$ cat src/rtl/wb_pkg.sv
// Shared definitions for the writeback/retire stage: MEM->WB bus layout,
// exception bit positions and LoongArch exception codes.
package wb_pkg;

    localparam int BUS_W = 190;

    // Bus field LSB positions, MSB-first: pc, exc7, ertn, vaddr, rf_we, rf_waddr,
    // rf_wdata, csr_re, csr_we, csr_num, csr_wmask, csr_wvalue
    localparam int PC_LSB         = 158;
    localparam int EXC_LSB        = 151;
    localparam int ERTN_BIT       = 150;
    localparam int VADDR_LSB      = 118;
    localparam int RF_WE_BIT      = 117;
    localparam int RF_WADDR_LSB   = 112;
    localparam int RF_WDATA_LSB   = 80;
    localparam int CSR_RE_BIT     = 79;
    localparam int CSR_WE_BIT     = 78;
    localparam int CSR_NUM_LSB    = 64;
    localparam int CSR_WMASK_LSB  = 32;
    localparam int CSR_WVALUE_LSB = 0;

    localparam int EXC_INT  = 6;
    localparam int EXC_ADEF = 5;
    localparam int EXC_ADEM = 4;
    localparam int EXC_ALE  = 3;
    localparam int EXC_SYS  = 2;
    localparam int EXC_BRK  = 1;
    localparam int EXC_INE  = 0;

    localparam logic [5:0] ECODE_INT = 6'h0;
    localparam logic [5:0] ECODE_ADE = 6'h8;
    localparam logic [5:0] ECODE_ALE = 6'h9;
    localparam logic [5:0] ECODE_SYS = 6'hB;
    localparam logic [5:0] ECODE_BRK = 6'hC;
    localparam logic [5:0] ECODE_INE = 6'hD;

    localparam logic [8:0] ESUB_NONE = 9'd0;
    localparam logic [8:0] ESUB_ADEM = 9'd1;

    typedef enum logic [1:0] {
        VSEL_NONE  = 2'd0,
        VSEL_PC    = 2'd1,
        VSEL_VADDR = 2'd2
    } vaddr_sel_e;

    typedef struct packed {
        logic [31:0] pc;
        logic [6:0]  exc;
        logic        ertn;
        logic [31:0] vaddr;
        logic        rf_we;
        logic [4:0]  rf_waddr;
        logic [31:0] rf_wdata;
        logic        csr_re;
        logic        csr_we;
        logic [13:0] csr_num;
        logic [31:0] csr_wmask;
        logic [31:0] csr_wvalue;
    } wb_entry_t;

    function automatic wb_entry_t unpack_bus(input logic [BUS_W-1:0] bus);
        wb_entry_t e;
        e.pc         = bus[PC_LSB +: 32];
        e.exc        = bus[EXC_LSB +: 7];
        e.ertn       = bus[ERTN_BIT];
        e.vaddr      = bus[VADDR_LSB +: 32];
        e.rf_we      = bus[RF_WE_BIT];
        e.rf_waddr   = bus[RF_WADDR_LSB +: 5];
        e.rf_wdata   = bus[RF_WDATA_LSB +: 32];
        e.csr_re     = bus[CSR_RE_BIT];
        e.csr_we     = bus[CSR_WE_BIT];
        e.csr_num    = bus[CSR_NUM_LSB +: 14];
        e.csr_wmask  = bus[CSR_WMASK_LSB +: 32];
        e.csr_wvalue = bus[CSR_WVALUE_LSB +: 32];
        return e;
    endfunction

endpackage

$ cat src/rtl/wb_retire_queue_if.sv
// MEM->WB handshake: MEM drives valid and the instruction bus, WB answers allowin.
interface wb_retire_queue_if;
    import wb_pkg::*;

    logic             ms2ws_valid;
    logic             ws_allowin;
    logic [BUS_W-1:0] ms2ws_bus;

    modport master (output ms2ws_valid, output ms2ws_bus, input ws_allowin);
    modport slave  (input ms2ws_valid, input ms2ws_bus, output ws_allowin);

endinterface

$ cat src/rtl/wb_exc_encode.sv
// Prioritised exception encoder: exc7 -> ecode/esubcode and bad-vaddr source.
module wb_exc_encode
    import wb_pkg::*;
(
    input  logic [6:0] exc,
    output logic [5:0] ecode,
    output logic [8:0] esubcode,
    output vaddr_sel_e vaddr_sel
);

    always_comb begin
        ecode     = ECODE_INT;
        esubcode  = ESUB_NONE;
        vaddr_sel = VSEL_NONE;
        if (exc[EXC_INT]) begin
            ecode = ECODE_INT;
        end else if (exc[EXC_ADEF]) begin
            ecode     = ECODE_ADE;
            vaddr_sel = VSEL_PC;
        end else if (exc[EXC_ADEM]) begin
            ecode     = ECODE_ADE;
            esubcode  = ESUB_ADEM;
            vaddr_sel = VSEL_VADDR;
        end else if (exc[EXC_ALE]) begin
            ecode     = ECODE_ALE;
            vaddr_sel = VSEL_VADDR;
        end else if (exc[EXC_SYS]) begin
            ecode = ECODE_SYS;
        end else if (exc[EXC_BRK]) begin
            ecode = ECODE_BRK;
        end else if (exc[EXC_INE]) begin
            ecode = ECODE_INE;
        end
    end

endmodule

$ cat src/rtl/wb_retire_queue.sv
// In-order writeback/retire queue: buffers up to DEPTH MEM results, retires one
// per cycle, resolves exceptions/ertn into a full flush, and exports pending writes.
module wb_retire_queue
    import wb_pkg::*;
#(
    parameter int DEPTH = 2
) (
    input  logic                clk,
    input  logic                reset,
    wb_retire_queue_if.slave    ms2ws,
    input  logic                wb_stall,
    output logic                csr_re,
    output logic [13:0]         csr_num,
    input  logic [31:0]         csr_rvalue,
    output logic                csr_we,
    output logic [31:0]         csr_wmask,
    output logic [31:0]         csr_wvalue,
    output logic                ertn_flush,
    output logic                wb_ex,
    output logic [31:0]         wb_pc,
    output logic [5:0]          wb_ecode,
    output logic [8:0]          wb_esubcode,
    output logic [31:0]         wb_vaddr,
    output logic [37:0]         ws_rf_zip,
    output logic [31:0]         ws_pend_mask,
    output logic [31:0]         debug_wb_pc,
    output logic [3:0]          debug_wb_rf_we,
    output logic [4:0]          debug_wb_rf_wnum,
    output logic [31:0]         debug_wb_rf_wdata
);

    localparam int PTR_W = (DEPTH > 1) ? $clog2(DEPTH) : 1;
    localparam int CNT_W = $clog2(DEPTH + 1);
    localparam logic [PTR_W-1:0] LAST_PTR = PTR_W'(DEPTH - 1);
    localparam logic [CNT_W-1:0] FULL_CNT = CNT_W'(DEPTH);

    logic [BUS_W-1:0] mem [DEPTH];
    logic [DEPTH-1:0] vld;
    logic [PTR_W-1:0] head_ptr;
    logic [PTR_W-1:0] tail_ptr;
    logic [CNT_W-1:0] count;

    wb_entry_t  head;
    logic       head_valid;
    logic       has_exc;
    logic       retire;
    logic       allowin;
    logic       enq;
    logic       flush;
    logic       rf_we_eff;
    logic [4:0] head_waddr;
    logic [31:0] head_wdata;
    logic [31:0] pend;
    logic [5:0] enc_ecode;
    logic [8:0] enc_esub;
    vaddr_sel_e enc_vsel;

    function automatic logic [PTR_W-1:0] ptr_inc(input logic [PTR_W-1:0] p);
        return (p == LAST_PTR) ? '0 : p + 1'b1;
    endfunction

    // allowin looks only at registered occupancy, so a full queue stays closed
    // even in a cycle where the head retires.
    assign allowin          = reset || (count < FULL_CNT);
    assign ms2ws.ws_allowin = allowin;
    assign enq              = ms2ws.ms2ws_valid && allowin && !reset;

    assign head       = unpack_bus(mem[head_ptr]);
    assign head_valid = (count != '0) && !reset;
    assign has_exc    = head_valid && (head.exc != 7'd0);
    assign retire     = head_valid && !wb_stall;

    assign wb_ex      = retire && has_exc;
    assign ertn_flush = retire && head.ertn && !has_exc;
    assign flush      = wb_ex || ertn_flush;
    assign rf_we_eff  = retire && head.rf_we && !has_exc;

    assign csr_re     = head_valid && head.csr_re;
    assign csr_num    = head_valid ? head.csr_num : 14'd0;
    assign csr_we     = retire && head.csr_we && !has_exc;
    assign csr_wmask  = head_valid ? head.csr_wmask : 32'd0;
    assign csr_wvalue = head_valid ? head.csr_wvalue : 32'd0;
    assign wb_pc      = head_valid ? head.pc : 32'd0;

    wb_exc_encode u_exc_encode (
        .exc       (head.exc),
        .ecode     (enc_ecode),
        .esubcode  (enc_esub),
        .vaddr_sel (enc_vsel)
    );

    assign wb_ecode    = wb_ex ? enc_ecode : 6'd0;
    assign wb_esubcode = wb_ex ? enc_esub : 9'd0;

    always_comb begin
        wb_vaddr = 32'd0;
        if (wb_ex) begin
            case (enc_vsel)
                VSEL_PC:    wb_vaddr = head.pc;
                VSEL_VADDR: wb_vaddr = head.vaddr;
                default:    wb_vaddr = 32'd0;
            endcase
        end
    end

    // CSR reads return data combinationally in the retire cycle.
    assign head_waddr = head_valid ? head.rf_waddr : 5'd0;
    assign head_wdata = !head_valid ? 32'd0 : (head.csr_re ? csr_rvalue : head.rf_wdata);
    assign ws_rf_zip  = {rf_we_eff, head_waddr, head_wdata};

    assign debug_wb_pc       = wb_pc;
    assign debug_wb_rf_we    = {4{ws_rf_zip[37]}};
    assign debug_wb_rf_wnum  = head_waddr;
    assign debug_wb_rf_wdata = ws_rf_zip[31:0];

    always_comb begin
        pend = 32'd0;
        for (int i = 0; i < DEPTH; i++) begin
            if (vld[i] && mem[i][RF_WE_BIT] && (mem[i][RF_WADDR_LSB +: 5] != 5'd0)) begin
                pend[mem[i][RF_WADDR_LSB +: 5]] = 1'b1;
            end
        end
    end

    assign ws_pend_mask = reset ? 32'd0 : pend;

    always_ff @(posedge clk) begin
        if (enq) begin
            mem[tail_ptr] <= ms2ws.ms2ws_bus;
        end
    end

    // Flush drops everything, including an instruction arriving in the same cycle.
    always_ff @(posedge clk) begin
        if (reset || flush) begin
            count    <= '0;
            head_ptr <= '0;
            tail_ptr <= '0;
            vld      <= '0;
        end else begin
            if (enq) begin
                vld[tail_ptr] <= 1'b1;
                tail_ptr      <= ptr_inc(tail_ptr);
            end
            if (retire) begin
                vld[head_ptr] <= 1'b0;
                head_ptr      <= ptr_inc(head_ptr);
            end
            if (enq && !retire) begin
                count <= count + 1'b1;
            end else if (retire && !enq) begin
                count <= count - 1'b1;
            end
        end
    end

endmodule

$ cat src/flat_wrapper.sv
// flat-port wrapper written by rule: the top's interface ports become plain ports
module wb_retire_queue_flat import wb_pkg::*;
#(
    parameter int DEPTH = 2
)
  (clk, reset, wb_stall, csr_re, csr_num, csr_rvalue, csr_we, csr_wmask, csr_wvalue, ertn_flush, wb_ex, wb_pc, wb_ecode, wb_esubcode, wb_vaddr, ws_rf_zip, ws_pend_mask, debug_wb_pc, debug_wb_rf_we, debug_wb_rf_wnum, debug_wb_rf_wdata, ms2ws_ms2ws_valid, ms2ws_ms2ws_bus, ms2ws_ws_allowin);
  wb_retire_queue_if ms2ws_i ();
  input  logic clk;
  input  logic reset;
  input  logic wb_stall;
  output logic csr_re;
  output logic [13:0] csr_num;
  input  logic [31:0] csr_rvalue;
  output logic csr_we;
  output logic [31:0] csr_wmask;
  output logic [31:0] csr_wvalue;
  output logic ertn_flush;
  output logic wb_ex;
  output logic [31:0] wb_pc;
  output logic [5:0] wb_ecode;
  output logic [8:0] wb_esubcode;
  output logic [31:0] wb_vaddr;
  output logic [37:0] ws_rf_zip;
  output logic [31:0] ws_pend_mask;
  output logic [31:0] debug_wb_pc;
  output logic [3:0] debug_wb_rf_we;
  output logic [4:0] debug_wb_rf_wnum;
  output logic [31:0] debug_wb_rf_wdata;
  input wire logic [$bits(ms2ws_i.ms2ws_valid)-1:0] ms2ws_ms2ws_valid;
  input wire logic [$bits(ms2ws_i.ms2ws_bus)-1:0] ms2ws_ms2ws_bus;
  output wire logic [$bits(ms2ws_i.ws_allowin)-1:0] ms2ws_ws_allowin;
  assign ms2ws_i.ms2ws_valid = ms2ws_ms2ws_valid;
  assign ms2ws_i.ms2ws_bus = ms2ws_ms2ws_bus;
  assign ms2ws_ws_allowin = ms2ws_i.ws_allowin;
  wb_retire_queue #(.DEPTH(DEPTH)) u_core (.clk(clk), .reset(reset), .ms2ws(ms2ws_i), .wb_stall(wb_stall), .csr_re(csr_re), .csr_num(csr_num), .csr_rvalue(csr_rvalue), .csr_we(csr_we), .csr_wmask(csr_wmask), .csr_wvalue(csr_wvalue), .ertn_flush(ertn_flush), .wb_ex(wb_ex), .wb_pc(wb_pc), .wb_ecode(wb_ecode), .wb_esubcode(wb_esubcode), .wb_vaddr(wb_vaddr), .ws_rf_zip(ws_rf_zip), .ws_pend_mask(ws_pend_mask), .debug_wb_pc(debug_wb_pc), .debug_wb_rf_we(debug_wb_rf_we), .debug_wb_rf_wnum(debug_wb_rf_wnum), .debug_wb_rf_wdata(debug_wb_rf_wdata));
endmodule
$ cat config.mk
export PLATFORM = sky130hd
export DESIGN_NAME = wb_retire_queue_flat
export DESIGN_NICKNAME = d
export VERILOG_FILES = /design/src/rtl/wb_pkg.sv /design/src/rtl/wb_retire_queue_if.sv /design/src/rtl/wb_exc_encode.sv /design/src/rtl/wb_retire_queue.sv /design/src/flat_wrapper.sv
export SDC_FILE = /design/constraint.sdc
export NUM_CORES = 1
export LEC_CHECK = 0
export BUFFER_PORTS_ARGS = -buffer_cell sky130_fd_sc_hd__buf_2
export CORE_UTILIZATION = 31
export CTS_CLUSTER_SIZE = 10
export DETAILED_ROUTE_END_ITERATION = 7
export HOLD_SLACK_MARGIN = 0.1
export PLACE_DENSITY = 0.63
export SYNTH_ARGS = -nofsm -noshare
export SYNTH_HDL_FRONTEND = slang
export SYNTH_HIERARCHICAL = 1
export SYNTH_SLANG_ARGS = --single-unit
$ cat constraint.sdc
create_clock -name clk -period 32.2 [get_ports clk]
set_input_delay 3.22 -clock clk [delete_from_list [all_inputs] [get_ports clk]]
set_output_delay 3.22 -clock clk [all_outputs]
set_load 0.02 [all_outputs]
### After elaboration in Yosys (flattened, before gate mapping)

Memory sizes are Yosys's and may differ from the RTL's. A register that Yosys moved wholly into a read port is not among the register bits.
Cells that the tools add are included.

* RAM bits: 380
* input port bits: 226
* register bits: 6
* memories kept: 1
* output and inout port bits: 305

* eq/ne operators: 2
* reductions and logical operators: 36
* add/subtract/negate cells: 4
* $lt $le $gt $ge: 9
* bitwise operators: 4
* mux-type cells: 47

Memories
* u_core.mem: words 2, bits a word 190, read ports 3, clocked after Yosys merged registers in 1, wr ports 1, line wb_retire_queue.sv:37 `logic [BUS_W-1:0] mem [DEPTH];`

Operators with widths (number)
* two-way mux 32 bit: 9
* case mux 32 bit (2 select lines): 1
* two-way mux 6 bit: 7
* OR 32 bit: 1
* logical AND 1 bit: 23
* two-way mux 2 bit: 9
* two-way mux 1 bit: 14
* two-way mux 14 bit: 1
* less-than comparator 5 x 6 -> 1 bit, second input constant: 2
* demux 1 bit (select 5 bit): 2
* greater-or-equal comparator 5 x 1 -> 1 bit, second input constant: 2
* nonzero test 5 bit: 2
* nonzero test 7 bit: 1
* zero test 1 bit: 5
* two-way mux 5 bit: 1
* less-than comparator 1 x 2 -> 1 bit, second input constant: 2
* two-way mux 4 bit: 1
* nonzero test 2 bit: 2
* logical OR 1 bit: 3
* adder 1 bit, second input constant: 2
* adder 2 x 1 -> 2 bit, second input constant: 1
* AND 2 bit: 1
* demux 1 bit (select 1 bit): 2
* equality test 2 x 1 -> 1 bit, second input constant: 1
* 6 further kinds: 7

### Logic depth before layout (Yosys ltp)

* word-level depth: 10
* mapped depth: 12

### By module

Netlist, hierarchy kept.

Modules (own cells, without submodules)
* wb_retire_queue: instances 1, cells each 1123, area an instance 16613.4 µm²
* wb_exc_encode: instances 1, cells each 24, area an instance 177.7 µm²

### Worst setup path after synthesis

OpenSTA, ideal clock, no wires.

* kind: in2reg
* start point: in reset
* end point: reg u_core.vld[0]
* slack: 19.134 ns
* stages: 5
* library setup time: 0.097 ns
* arrival: 12.969 ns
* data required time: 32.103 ns
* path through: buf_2 > nor3b_1 > nor2b_1 > o22ai_1 > nor2_1

* word-level cells in the longest chain between the ends: 7
* elaborated cells between the ends (all ways): 17
* classes of those cells: mux: 3; bitwise: 1; reduce/logical: 13

Ends and longest elaborated chain
* start, declared: line flat_wrapper.sv:9 `input logic reset;`
* logical OR 1 bit or zero test 1 bit (tied branches): line wb_retire_queue.sv:64, wb_retire_queue.sv:66, wb_retire_queue.sv:69
* logical AND 1 bit, on equally long branches: line wb_retire_queue.sv:66, wb_retire_queue.sv:69
* logical AND 1 bit, on equally long branches: line wb_retire_queue.sv:66, wb_retire_queue.sv:70, wb_retire_queue.sv:71
* two-way mux 2 bit (tied with other cells): line wb_retire_queue.sv:141 `if (enq) begin`
* two-way mux 2 bit or logical AND 1 bit (tied branches): line wb_retire_queue.sv:135, wb_retire_queue.sv:74
* AND 2 bit (no line) or logical OR 1 bit (tied branches)
* two-way mux 2 bit or logical OR 1 bit (tied branches): line wb_retire_queue.sv:145, wb_retire_queue.sv:135
* end signal, assigned: line wb_retire_queue.sv:139 `vld <= '0;`
* end signal, assigned by index: line wb_retire_queue.sv:142 `vld[tail_ptr] <= 1'b1;`
* end signal, assigned by index: line wb_retire_queue.sv:146 `vld[head_ptr] <= 1'b0;`
* end, declared: line wb_retire_queue.sv:38 `logic [DEPTH-1:0] vld;`

Parallel ways exist; a longest one is shown, timed or not. The select of a mux whose other input is x is not followed.
A chain may end at the register's enable or synchronous reset.

### Worst setup path in the final report

* start point: in reset
* end point: out ws_rf_zip[29]

* word-level cells in the longest chain between the ends: 3

Ends and longest elaborated chain
* zero test 1 bit: line wb_retire_queue.sv:69 `assign head_valid = (count != '0) && !reset;`
* logical AND 1 bit: line wb_retire_queue.sv:69
* two-way mux 32 bit: line wb_retire_queue.sv:108 `assign head_wdata = !head_valid ? 32'd0 : (head.csr_re ? csr_rvalue : head.rf_wdata);`
* end, declared: line flat_wrapper.sv:23 `output logic [37:0] ws_rf_zip;`

No other way between the ends.

==> results.tsv <==
metric	value	unit
cts_tree	done	
dieWidth	234.7	um
hold_viol	0	
yosysWarnings	6	
drc	0	
preCtsSetupSlack	23040	ps
cp-start-kind	primary input	
tightestPinTransition	1054	ps
htreeDepth	2	
area_growth	23.63	%
synth.largest_area_cell	edfxtp_1	
cts.sinks	387	
period_minus_slack	9105	ps
synth_area_leaders	edfxtp_1, mux2i_1, nor2_1	
detail-route-antenna-nets	0	
numCtsBuffers	46	
synth_top_area_frac	0.6796	
peakVddDrop	0.04466	mV
place_congestion	0.8387	
synth-edff-count	380	
reg2reg_to	u_core/mem[0][118]	
hold_buffers	0	
cts_buffer_depth	3	
reg2reg_depth	4	
hold_depth	1	
end_kind	primary output	
post_drt_wl_per_cell	17.96	um
synth.yosys.seq_area_share	0.6879	
whs_endpoint	u_core/vld[1]	
grt.total_usage	0.1448	
skew	18.62	ps
powerDensity	67.10	nW/um^2
required	28980	ps
finalWorstSetupSlack	23100	ps
dp_hpwl	28.14	mm
synth_ff_type	edfxtp_1	
crit_type	primary input to primary output	
worstHoldStart	u_core/head_ptr	
clk_latency	560	ps
io_pins	531	
fin_nets	1818	
grt_max_degree	92	
r2r-start	u_core/count[1]	
status	completed	
finalSetupTns	0	ps
dp.cells	2229	
die_area	55100	sq um
ctsResizeCount	0	
netlist_area	16790	sq um
num_rows	84	
hold_class	register to register	
slew_headroom	0.2919	
port_buffers	519	
final-instance-count-excl-fill	2293	
cp-startpoint	reset	
grt_pass1_vias	10954	
setup_violations	0	
wl	41.19	mm
cap_violations	0	
register_area	11550	sq um
final_area	20760	sq um
cts_setup_buffers	0	
ys_seq_elements	387	
max_freq	0.1098	GHz
drt_pass1_iterations	5	
syn_avg_cell_area	14.64	sq um
syn-instance-count	1147	
core_area	53080	sq um
placed_area	19480	sq um
grt_overflow	0	
grt_pass1_wl	62.45	mm
synthArstFlopShare	0	
drt-initial-drc-count	586	
ys_types	47	
rsz0062_at_grt	false	
fin_crit_sh	0.2828	
via_per_inst	4.655	
power.leakage	7.944	nW
cp_max_fo	91	
multi_input_area	4327	sq um
final_layout_size_suffix_gt1_frac	0.4139	
drv_slew	0	
ff2ff_setup_slack	28690	ps
die_y	234.7	um
root_buffer	clkbuf_16	
num_vias	10673	
antenna_found_initial	7	
fill_cells	4960	
clk_pin_slew	50	ps
start_util	0.3164	
arrival	5880	ps
==> cells in the final DEF (no fill, tap or decap), drive strengths merged, types with 2 or more instances in the layout <==
cell type / Yosys / final
buf: 119 / 534
edfxtp: 380 / 380
nor2: 202 / 202
mux2i: 127 / 127
mux2: 63 / 63
clkbuf: 30 / 54
a22oi: 51 / 51
a211oi: 33 / 33
nor2b: 33 / 33
and2: 16 / 16
nand2: 14 / 14
conb: 2 / 11
inv: 8 / 9
nor3: 8 / 8
o21ai: 8 / 8
nor3b: 8 / 8
dfxtp: 7 / 7
a32oi: 4 / 4
clkinv: 0 / 4
nor4: 4 / 4
diode: 0 / 3
and3b: 3 / 3
xnor2: 3 / 3
ha: 3 / 3
and3: 2 / 2
nand3: 2 / 2
xor2: 2 / 2
a21oi: 2 / 2
==> worst max-delay path, cell delays in order <==
cell,delay (ps)
buf_2,440
o21bai_4,250
buf_4,620
buf_4,820
a211oi_1,190
buf_2,230
==> how the worst max path moves through the flow <==
| stage | to | slack (ps) | cells after the start |
|---|---|---|---|
| 2_1_floorplan | u_core/vld[0] | 19130 | 5 |
| 6_report | ws_rf_zip[29] | 23100 | 6 |
| 4_1_cts | ws_rf_zip[29] | 23030 | 6 |
| 3_3_place_gp | debug_wb_rf_wdata[5] | 23150 | 6 |
| 5_1_grt | ws_rf_zip[29] | 22870 | 6 |
| 3_5_place_dp | ws_rf_zip[29] | 23040 | 6 |
==> cell families (layout without fill, tap and decap cells) <==
group | after synthesis | count (layout) | synth area share
AO/OA/AOI/OAI | 106 | 106 | 0.04844
XOR/XNOR | 5 | 5 | 0.002609
adder cells (fa/ha/maj) | 3 | 3 | 0.002236
other | 2 | 14 | 0.0004473
flip-flops | 387 | 387 | 0.6879
multiplexers | 190 | 190 | 0.1180
AND/OR/NAND/NOR | 297 | 297 | 0.08197
buffers and inverters | 157 | 603 | 0.05842
==> state kept, by name, summed over array words and instances (netlist names), named ones only <==
signal	count
u_core/count	2
u_core/head_ptr	1
u_core/vld	2
u_core/tail_ptr	1
u_core/mem	380
==> per-stage QoR <==
step                      power [mW]  utilization  hold WS [ps]
after floorplan               0.8747            -         472.5
after global placement        0.9513       0.3671         484.7
after detailed placement      0.9557       0.3671         509.3
after CTS                      1.415       0.3910         516.0
after global routing           1.453       0.3911         532.1
final                          1.393       0.3911         512.3
==> layer usage <==
| metal | vias to the layer above | GRT usage | part of all wire |
|---|---|---|---|
| li1 | 5036 | - | - |
| met1 | 5172 | 0.1758 | 0.41 |
| met2 | 392 | 0.2475 | 0.50 |
| met5 | - | 0 | 0.0012 |
| met4 | 8 | 0.04785 | 0.023 |
| met3 | 65 | 0.04018 | 0.069 |
==> power by group <==
part,total (mW),internal (mW),switching (mW)
Combinational,0.324,0.107,0.217
Sequential,0.617,0.601,0.0160
Clock,0.452,0.265,0.187
Total,1.39,0.973,0.420
==> cell type report <==
cell class / count / share of cell area
Sequential cell: 387 / 0.5566
Multi-Input combinational cell: 612 / 0.2084
Timing Repair Buffer: 534 / 0.1306
Clock buffer: 54 / 0.05690
Tap cell: 688 / 0.04147
Clock inverter: 7 / 0.004219
Inverter: 8 / 0.001447
Antenna cell: 3 / 0.0003616
==> Yosys cell counts (14+ instances only) <==
cell type	number
nor2b_1	33
nor2_1	201
mux2i_1	127
edfxtp_1	380
buf_2	16
buf_4	99
and2_1	16
a211oi_1	32
a22oi_1	51
nand2_1	14
clkbuf_1	30
mux2_2	63
No activity file was read; power rests on OpenSTA's default activity.
